## config.mk

```make
export PLATFORM = sky130hd
export DESIGN_NAME = multi_operand_accumulator
export DESIGN_NICKNAME = d
export VERILOG_FILES = /design/src/rtl/rca_pkg.sv /design/src/rtl/rca_acc_stage.sv /design/src/rtl/multi_operand_accumulator.sv
export SDC_FILE = /design/constraint.sdc
export NUM_CORES = 1
export LEC_CHECK = 0
export ABC_AREA = 1
export CAP_MARGIN = 20
export CORE_MARGIN = 2
export CORE_UTILIZATION = 44
export DETAILED_ROUTE_END_ITERATION = 10
export PLACE_DENSITY = 0.74
export SLEW_MARGIN = 20
export SYNTH_ARGS = -nofsm -noshare
export SYNTH_HDL_FRONTEND = slang
export SYNTH_SLANG_ARGS = --single-unit
export TNS_END_PERCENT = 10
```

## constraint.sdc

```tcl
create_clock -name clk -period 1.9 [get_ports clk]
set_clock_uncertainty 0.05 [all_clocks]
set_input_delay 0.19 -clock clk [delete_from_list [all_inputs] [get_ports clk]]
set_output_delay 0.19 -clock clk [all_outputs]
set_load 0.01 [all_outputs]
```

## src/rtl/rca_pkg.sv

```systemverilog
// Shared types and width helpers for the ripple-carry accumulator and its tree-adder sibling.
package rca_pkg;

  typedef enum logic {
    ACCUM = 1'b0,
    DONE  = 1'b1
  } state_e;

  // Wide enough that K operands of all-ones never overflow.
  function automatic int sum_width(input int n, input int k);
    return n + $clog2(k);
  endfunction

  function automatic int count_width(input int k);
    return $clog2(k + 1);
  endfunction

endpackage

```

## src/rtl/rca_acc_stage.sv

```systemverilog
// Combinational W-bit ripple-carry adder built from full-adder cells.
module rca_acc_stage #(
  parameter int W = 6
) (
  input  logic [W-1:0] a_i,
  input  logic [W-1:0] b_i,
  input  logic         cin_i,
  output logic [W-1:0] s_o,
  output logic         cout_o
);

  logic [W:0] c;

  assign c[0] = cin_i;

  for (genvar i = 0; i < W; i++) begin : g_fa
    assign s_o[i]   = a_i[i] ^ b_i[i] ^ c[i];
    assign c[i+1]   = (a_i[i] & b_i[i]) | (c[i] & (a_i[i] ^ b_i[i]));
  end

  assign cout_o = c[W];

endmodule

```

## src/rtl/multi_operand_accumulator.sv

```systemverilog
// Sums groups of up to K streamed operands through a registered ripple-carry stage
// and hands each group sum downstream over valid/ready.
module multi_operand_accumulator
  import rca_pkg::*;
#(
  parameter  int N  = 4,
  parameter  int K  = 4,
  localparam int SW = sum_width(N, K),
  localparam int CW = count_width(K)
) (
  input  logic          clk,
  input  logic          rst,
  input  logic          in_valid,
  output logic          in_ready,
  input  logic [N-1:0]  in_data,
  input  logic          in_last,
  output logic          out_valid,
  input  logic          out_ready,
  output logic [SW-1:0] out_sum,
  output logic [CW-1:0] out_count
);

  // Handshakes: a transfer happens on a rising edge where valid && ready;
  // the producer holds data stable while valid && !ready.

  state_e        state_q;
  logic [SW-1:0] acc_q;
  logic [SW-1:0] sum_d;
  logic [SW-1:0] opnd;
  logic [SW-1:0] sum_q;
  logic [CW-1:0] cnt_q;
  logic [CW-1:0] cnt_d;
  logic [CW-1:0] count_q;
  logic          close_grp;
  logic          unused_cout;

  assign opnd      = SW'(in_data);
  assign cnt_d     = cnt_q + CW'(1);
  assign close_grp = in_last || (cnt_d == CW'(K));

  rca_acc_stage #(.W(SW)) u_stage (
    .a_i    (acc_q),
    .b_i    (opnd),
    .cin_i  (1'b0),
    .s_o    (sum_d),
    .cout_o (unused_cout)
  );

  always_ff @(posedge clk or posedge rst) begin
    if (rst) begin
      state_q <= ACCUM;
      acc_q   <= '0;
      cnt_q   <= '0;
      sum_q   <= '0;
      count_q <= '0;
    end else begin
      case (state_q)
        ACCUM: begin
          if (in_valid) begin
            if (close_grp) begin
              sum_q   <= sum_d;
              count_q <= cnt_d;
              acc_q   <= '0;
              cnt_q   <= '0;
              state_q <= DONE;
            end else begin
              acc_q <= sum_d;
              cnt_q <= cnt_d;
            end
          end
        end
        DONE: begin
          // Result stays frozen until taken; no bypass into a new group.
          if (out_ready) state_q <= ACCUM;
        end
        default: state_q <= ACCUM;
      endcase
    end
  end

  assign in_ready  = (state_q == ACCUM);
  assign out_valid = (state_q == DONE);
  assign out_sum   = sum_q;
  assign out_count = count_q;

endmodule
```

Word-level counts from Yosys, hierarchy flattened
Index checks and enable logic that the tools add are counted.

storage, ports and cells
  flip-flop bits (word level) = 19
  latch bits = 0
  RAM bits = 0
  memory bits (read-only) = 0
  bits of input ports = 9
  output and inout port bits = 11
  logic and storage cells = 37
  memories = 0

cells by class
  $add $sub $neg = 1
  multipliers = 0
  divide/modulo/power cells = 0
  $lt $le $gt $ge = 0
  eq/ne operators = 1
  shifts and indexed selects = 0
  multiplexer cells = 6
  bitwise gates (word level) = 21
  reduce and logical (&&, ||, !) cells = 3

operator list
  cell                                                           count
  1-bit XOR                                                      9
  1-bit AND                                                      8
  6-bit 2-to-1 mux                                               1
  3-bit by 1-bit adder with 3-bit output, second input constant  1
  3-bit equality test, second input constant                     1
  1-bit 2-to-1 mux                                               3
  3-bit 2-to-1 mux                                               1
  1-bit bitwise OR                                               3
  3-bit AND reduction                                            1
  1-bit case mux with 2 select lines                             1
  2-bit AND reduction                                            1
  1-bit logical OR                                               1
  1-bit inverter                                                 1

Longest topological paths before layout
Gate-level depths: netlist of the first run.

  word-level depth = 10
  depth in mapped cells = 12
  depth with buffers taken out = 12

Modules after synthesis
A second synthesis of the first run with hierarchy kept.

second synthesis, totals
  cells, all modules = 111
  area total of the unflattened synthesis = 999.7 um^2

by module, submodules not included
  module                     times used  cells each  area each (um^2)  sequential area each (um^2)
  multi_operand_accumulator  1           95          842.1             475.5
  rca_acc_stage              1           16          157.7             0.0

Least setup slack after synthesis of the first run
No wires, ideal clock.

  path type = register to register
  start point = register acc_q[0]
  end point = register sum_q[5] (netlist: out_sum[5])
  library setup time = 0.116 ns
  arrival time = 1.892 ns
  data required time = 1.734 ns
  slack = -0.159 ns
  stages on the path, launching flop included = 12
  buffers on the path = 0
  period minus slack after synthesis = 2.059 ns
  cells stage by stage = dfrtp_1 -> ha_1 -> fa_1 -> fa_1 -> inv_1 -> fa_1 -> inv_1 -> ha_1 -> nand2_1 -> nand2_1 -> nand2_1 -> nand2_1

on the way
  cells in the longest elaborated chain, start to end = 9

RTL lines
  element                   RTL line                         RTL
  start: declaration        multi_operand_accumulator.sv:27  logic [SW-1:0] acc_q;
  start signal: assignment  multi_operand_accumulator.sv:67  acc_q <= sum_d;
  1-bit AND (2 in a row)    rca_acc_stage.sv:18              assign c[i+1] = (a_i[i] & b_i[i]) | (c[i] & (a_i[i] ^ b_i[i]));
  1-bit bitwise OR          rca_acc_stage.sv:18
  1-bit AND                 rca_acc_stage.sv:18
  1-bit bitwise OR          rca_acc_stage.sv:18
  1-bit AND                 rca_acc_stage.sv:18
  1-bit bitwise OR          rca_acc_stage.sv:18
  1-bit AND                 rca_acc_stage.sv:18
  1-bit XOR                 rca_acc_stage.sv:17              assign s_o[i] = a_i[i] ^ b_i[i] ^ c[i];
  end signal: assignment    multi_operand_accumulator.sv:61  sum_q <= sum_d;
  end: declaration          multi_operand_accumulator.sv:30  logic [SW-1:0] sum_q;

No other way between the ends.
A chain may end at the register's enable or synchronous reset.

Final worst setup path of the first run
  start point = register acc_q[0]
  end point = register acc_q[5]

on the way
  cells in the longest elaborated chain, start to end = 10

RTL lines
  element                 RTL line                         RTL
  1-bit AND (2 in a row)  rca_acc_stage.sv:18
  1-bit bitwise OR        rca_acc_stage.sv:18
  1-bit AND               rca_acc_stage.sv:18
  1-bit bitwise OR        rca_acc_stage.sv:18
  1-bit AND               rca_acc_stage.sv:18
  1-bit bitwise OR        rca_acc_stage.sv:18
  1-bit AND               rca_acc_stage.sv:18
  1-bit XOR               rca_acc_stage.sv:17
  6-bit 2-to-1 mux        multi_operand_accumulator.sv:60  if (close_grp) begin

No other way between the ends.

==> results of run 1 <==
[kinds of logic (layout without fill, tap and decap cells)]
group | count (synthesis) | count (layout) | synth area share (%)
simple gates | 64 | 64 | 28.4
fa+ha+maj | 7 | 7 | 12.0
buf+inv | 16 | 41 | 7.35
compound gates | 1 | 1 | 0.544
flops | 19 | 19 | 51.7
[cell usage after synthesis]
master	number
dfrtp_1	19
inv_1	14
nor2_8	1
nand2_1	59
nand2_2	1
o21ai_0	1
nor2_1	2
nor2_2	1
fa_1	3
ha_1	4
inv_2	1
buf_6	1
[per-layer routing]
metal / track usage (%) / vias up
li1: - / 367
met5: 0 / -
met2: 24.9 / 26
met1: 20.6 / 348
met4: 5.56 / 0
met3: 3.94 / 2
[final cells by class]
class	instances	share of cell area [%]
clock buffer	3	1.87
sequential	19	39.5
tap	27	2.81
timing repair buffer	22	17.7
multi-input combinational	72	33.0
clock inverter	1	0.416
inverter	15	4.68
[per-stage QoR]
stage                     setup slack (ps)  setup TNS (ps)  power, mW  instances
final                                 -164            -751       1.46        159
after global routing                  -298           -1320       1.58        159
after CTS                             -176            -890       1.44        158
after detailed placement              -410           -2310       1.24        154
after global placement                -371           -2130       1.21        154
after floorplan                      -68.0            -297      0.964        107
[cell usage in the layout, fill, tap and decap left out]
cell / count
inv_2: 3
nor2_8: 1
ha_2: 1
fa_1: 1
fa_2: 2
nand2_1: 59
ha_4: 1
buf_4: 3
clkbuf_4: 3
ha_1: 2
clkdlybuf4s50_1: 19
nand2_2: 1
o21ai_0: 1
inv_1: 12
clkinv_2: 1
nor2_1: 2
nor2_2: 1
dfrtp_1: 19
[sequential cells by signal (all words and copies together) (netlist names)]
name,cells
out_valid,1
out_count,3
acc_q,6
cnt_q,3
out_sum,6
[worst max-delay path, cell delays in order, from the launching register on]
cell and delay, ps:
dfrtp_1 410, ha_2 180, fa_2 330, fa_2 340
inv_2 60, fa_1 150, inv_1 70, ha_4 150
inv_1 40, nand2_1 40, nand2_1 70, nand2_1 50
nand2_1 70
[what timing repair did]
| action | CTS | global route |
|---|---|---|
| cloned | 0 | 0 |
| setup endpoints to repair | 6 | 6 |
| resized for setup | 0 | 3 |
| pin swaps | 0 | 2 |
| buffers inserted | 0 | 1 |
[path summary, 6_finish.rpt]
check,from,to
worst max-delay path,acc_q[0],acc_q[5]
worst min-delay path,rst,out_count[0]
worst max register to register,acc_q[0],acc_q[5]
worst min register to register,acc_q[3],acc_q[3]
max in group asynchronous,rst,acc_q[3]
min in group clk,out_ready,out_valid
[power by group through the flow]
stage | clock network, mW | registers [mW] | logic [mW]
after floorplan | 0 | 0.672 | 0.292
after global placement | 0 | 0.635 | 0.574
after detailed placement | 0 | 0.643 | 0.594
after CTS | 0.209 | 0.634 | 0.597
after global routing | 0.223 | 0.660 | 0.698
final | 0.205 | 0.639 | 0.617
==> results by group, run 1 <==
Routing
  – DRT iter0 DRCs: 12
  – Metal-1 WL: 796 um
  – DRC: 0
  – Met3 routed WL: 103 um
  – Post-DRT Antenna Nets: 0
  – First drt pass iteration count: 4
  – Detailed Route WL: 1760 um
  – Average vias per placed instance: 4.67
  – Drt wl/cell: 11.0 um
  – Highest Signal Layer: met4
  – Wire length on met2: 843 um
  – Vias: 743

Final layout
  – Layout Utilization: 61.3%
  – Multi-input gate area: 397 um^2
  – Area delta synth->final: 30.7%
  – Proportion of layout cells with a drive suffix above 1: 12.9%
  – Final instance area: 1200 um^2
  – Ant. Diodes: 0
  – Filler cell count: 175
  – Seq. cell area: 475 um^2
  – Final net count: 149

Pwr
  – Sequential fraction of design power: 43.7%
  – P_sw: 0.516 mW
  – Logic gate share of total power: 42.2%
  – Switch share: 35.3%
  – Int Pwr: 0.944 mW
  – P per Cell Area: 1210 nW/um^2
  – Peak supply drop: 653 uV
  – Clock Power Share: 14.0%
  – Leak Pwr: 0.648 nW

Floorplan
  – Die H: 49.7 um
  – Core box area: 1960 um^2
  – Row Count: 16
  – Die area: 2470 um^2
  – Io pins: 20
  – Die width: 49.7 um
  – Initial Util: 46.9%

Placed design
  – Placement-stage cell area: 1150 um^2
  – Hpwl dp: 1280 um
  – PortBufs: 19
  – GP Congestion: 0.763

STA
  – Slew at the pin with the worst max-slew slack: 411 ps
  – Max Freq: 484 MHz
  – Slew headroom: 72.6%
  – Final-report max-slew violation count: 0
  – Final hold violations: 0
  – Crit share post-route: 109%
  – Worst Hold Slack: 149 ps
  – Worst Setup Slack, final: -164 ps
  – RSZ-0062 raised after global routing: true
  – Min Tclk post-route: 2060 ps
  – Final setup violating endpoints: 6

Clock tree
  – Hold_buf cts: 0
  – Root Buffer Master: clkbuf_4
  – H-tree level count: 1
  – CTS Sinks: 19
  – CTS tree: yes
  – Clk buf depth: 2
  – Cts bufs inserted: 3
  – Clk Latency, worst-skew pair: 300 ps
  – Clock slew at reported path FFs: 120 ps

Yosys
  – Synthesized netlist cell count: 107
  – Synth cell types: 12
  – Post-synth top area cell: dfrtp_1
  – Synth top area share: 51.7%
  – Yosys reg bits: 19
  – Top cells by area, synth: dfrtp_1, nand2_1, fa_1
  – Sequential element share of the synthesized area: 51.7%
  – Net count after synthesis: 123
  – Post-synthesis area per instance: 8.59 um^2
  – Post-Syn Area: 920 um^2
  – Ys Warns: 0

GRT
  – Vias in the first global route: 646
  – First-pass GRT wire length: 2900 um
  – GRT Overall Usage: 15.6%
  – Initial antenna violation count: 0
  – Largest net degree at the start of global routing: 20
  – Gr ovfl total: 0

Outcome
  – Outcome: finished with violations
  – Failing checks: negative setup slack

Critical path
  – Crit path kind: reg2reg
  – FF-to-FF path depth: 12
  – R2R Setup Slk: -160 ps
  – Critical path peak fanout: 2
  – CP Data Required Time: 2100 ps
  – Startpoint Class: register
  – Crit. End Element: register
  – Critical path data arrival time: 2260 ps

Flow run
  – Max Cap Viol: 0

Worst hold path
  – HP Class: in2async
Note: power is estimated with default switching activity, not from simulation.
==> inputs of run 2 (changes only) <==
--- a/config.mk
+++ b/config.mk
@@ -11,7 +11,6 @@
 export CORE_UTILIZATION = 44
 export DETAILED_ROUTE_END_ITERATION = 10
 export PLACE_DENSITY = 0.74
-export SLEW_MARGIN = 20
 export SYNTH_ARGS = -nofsm -noshare
 export SYNTH_HDL_FRONTEND = slang
 export SYNTH_SLANG_ARGS = --single-unit
==> results of run 2 <==
The final DEF is identical to that of run 1; final timing and power are the same.
==> inputs of run 3 (changes only) <==
--- a/config.mk
+++ b/config.mk
@@ -10,6 +10,8 @@
 export CORE_MARGIN = 2
 export CORE_UTILIZATION = 44
 export DETAILED_ROUTE_END_ITERATION = 10
+export GPL_ROUTABILITY_DRIVEN = 1
+export MAX_ROUTING_LAYER = met4
 export PLACE_DENSITY = 0.74
 export SYNTH_ARGS = -nofsm -noshare
 export SYNTH_HDL_FRONTEND = slang
==> run 3 against run 2 <==
  * Sequential power hardly changed
  * Worst setup slack worse by 0.55 ps
  * Wire length is 0.40% lower
  * Largest cell class unchanged
  * Worst hold slack better by 2.0 ps
  * Fmax hardly changed
  * Core utilization stayed put
  * Die area stayed put
  * Combinational power hardly changed
  * The flow still finishes with violations (negative setup slack)
==> results by group, run 3 (same netlist as run 1, synthesis figures left out) <==
Clock tree
  – Hold_buf cts: 0 (unchanged)
  – Clk Latency, worst-skew pair: 290 ps (about the same)
  – Clk buf depth: 2 (unchanged)
  – CTS tree: yes
  – CTS Sinks: 19 (unchanged)
  – Root Buffer Master: clkbuf_4
  – H-tree level count: 1 (unchanged)
  – Clock slew at reported path FFs: 120 ps (about the same)
  – Cts bufs inserted: 3 (unchanged)

Critical path
  – Crit-path most repeated cell: nand2_1
  – Crit. End Element: register
  – Crit path kind: reg2reg
  – Startpoint Class: register
  – Crit path max-delay family: adder cells
  – Crit-path max cell delay: 410 ps (about the same)
  – Critical path data arrival time: 2260 ps (about the same)
  – Bufs and invs on worst path: 3 (unchanged)
  – Worst path cell trace: ha_2 > fa_2 > fa_2 > inv_2 > fa_1 > inv_1 > ha_4 > inv_1 > nand2_1 > nand2_1 > nand2_1 > nand2_1
  – CP max stage cell: dfrtp_1
  – CP Data Required Time: 2100 ps (about the same)
  – Critical path peak fanout: 2 (unchanged)

Final layout
  – Final Non-Filler Cells: 159 (unchanged)
  – Multi-input gate area: 397 um^2 (unchanged)
  – Commonest non-fill, non-tap cell in the layout: nand2_1
  – Commonest non-fill, non-tap cells in the layout: nand2_1, dfrtp_1, clkdlybuf4s50_1
  – Seq. cell area: 475 um^2 (unchanged)
  – Proportion of layout cells with a drive suffix above 1: 12.9% (unchanged)
  – Area delta synth->final: 30.7% (unchanged)
  – Ant. Diodes: 0 (unchanged)
  – Layout Utilization: 61.3% (unchanged)
  – Filler cell count: 175 (unchanged)
  – Final net count: 149 (unchanged)

Placed design
  – PortBufs: 19 (unchanged)
  – Placed Cells: 154 (unchanged)
  – Hpwl dp: 1280 um (unchanged)
  – GP Congestion: 0.773 (+1.3%)

Outcome
  – Outcome: finished with violations
  – Failing checks: negative setup slack

Floorplan
  – Die H: 49.7 um (unchanged)
  – Initial Util: 46.9% (unchanged)
  – Row Count: 16 (unchanged)
  – Io pins: 20 (unchanged)
  – Die width: 49.7 um (unchanged)
  – Core box area: 1960 um^2 (unchanged)
  – Die area: 2470 um^2 (unchanged)

Pwr
  – Switch share: 35.3% (-0.063 points)
  – Logic gate share of total power: 42.2% (about the same)
  – Clock Power Share: 14.0% (about the same)
  – Sequential fraction of design power: 43.8% (about the same)
  – P per Cell Area: 1210 nW/um^2 (about the same)
  – Int Pwr: 0.944 mW (about the same)
  – P_sw: 0.515 mW (-0.27%)
  – Leak Pwr: 0.648 nW (unchanged)
  – Peak supply drop: 653 uV (about the same)

Routing
  – DRC: 0 (unchanged)
  – Post-DRT Antenna Nets: 0 (unchanged)
  – Average vias per placed instance: 4.64 (-0.67%)
  – Detailed Route WL: 1750 um (-0.40%)
  – Drt wl/cell: 11.0 um (-0.40%)
  – DRT iter0 DRCs: 12 (unchanged)
  – Vias: 738 (-0.67%)
  – First drt pass iteration count: 4 (unchanged)

STA
  – Slew headroom: 72.6% (about the same)
  – Crit share post-route: 109% (about the same)
  – Min Tclk post-route: 2060 ps (+0.548 ps)
  – Max Freq: 484 MHz (about the same)
  – Slew at the pin with the worst max-slew slack: 410 ps (-0.0147 ps)
  – RSZ-0062 raised after global routing: true
  – Final-report max-slew violation count: 0 (unchanged)
  – Final setup violating endpoints: 6 (unchanged)
  – Final hold violations: 0 (unchanged)
  – Worst Setup Slack, final: -165 ps (-0.548 ps)

GRT
  – Gr ovfl total: 0 (unchanged)
  – Largest net degree at the start of global routing: 20 (unchanged)
  – First-pass GRT wire length: 2900 um (unchanged)
  – Initial antenna violation count: 0 (unchanged)
  – Vias in the first global route: 641 (-0.77%)
  – GRT Overall Usage: 16.0% (+0.44 points)

Flow run
  – Max Cap Viol: 0 (unchanged)

Worst hold path
  – HP Class: in2async
==> run 3: timing repair <==
item                                    in CTS  in global routing
pin swaps                                    0                  2
setup buffers                                0                  1
gates resized for setup                      0                  3
endpoints found under the setup margin       6                  6
==> run 3: stage by stage <==
stage	total power [mW]	TNS (ps)	worst slack [ps]	hold slack [ps]	area, um^2
2_1_floorplan	0.964	-297	-68.0	91.1	927
5_1_grt	1.58	-1320	-298	185	1200
6_report	1.46	-751	-165	151	1200
3_3_place_gp	1.21	-2130	-371	412	1150
4_1_cts	1.44	-890	-176	152	1180
3_5_place_dp	1.24	-2310	-410	420	1150
==> run 3: metal layers <==
metal	GRT usage (%)	routed length, um	share of wire [%]
met5	-	0	0
met4	5.56	12	0.69
met3	3.94	92	5.3
met2	24.9	833	48
met1	20.6	809	46
==> run 3: worst register-to-register path, delay by kind of cell, from the launching register on <==
family | cells | cell delay, ps
adder cells (fa/ha/maj) | 5 | 1150
flip-flops | 1 | 410
AND/OR/NAND/NOR | 4 | 230
buffers and inverters | 3 | 170
==> run 3: area by class of cell <==
cell class                 instances  area share, %
timing repair buffer              22           17.7
tap                               27           2.81
sequential                        19           39.5
clock buffer                       3           1.87
clock inverter                     1          0.416
multi-input combinational         72           33.0
inverter                          15           4.68
==> run 3: final timing paths <==
kind / startpoint / end / slack (ps) / depth (start not counted)
setup / recovery: acc_q[0] / acc_q[5] / -160 / 12
hold / removal: rst / out_sum[4] / 150 / 3
setup reg to reg: acc_q[0] / acc_q[5] / -160 / 12
hold reg to reg: acc_q[3] / acc_q[3] / 440 / 2
max in group asynchronous: rst / acc_q[3] / 1440 / 3
min in group clk: out_ready / out_valid / 420 / 2
==> run 3: power by group through the flow <==
| stage | clock network, mW | registers [mW] | logic, mW |
|---|---|---|---|
| 2_1_floorplan | 0 | 0.672 | 0.292 |
| 3_3_place_gp | 0 | 0.635 | 0.574 |
| 3_5_place_dp | 0 | 0.643 | 0.594 |
| 4_1_cts | 0.209 | 0.634 | 0.597 |
| 5_1_grt | 0.223 | 0.660 | 0.698 |
| 6_report | 0.205 | 0.639 | 0.615 |
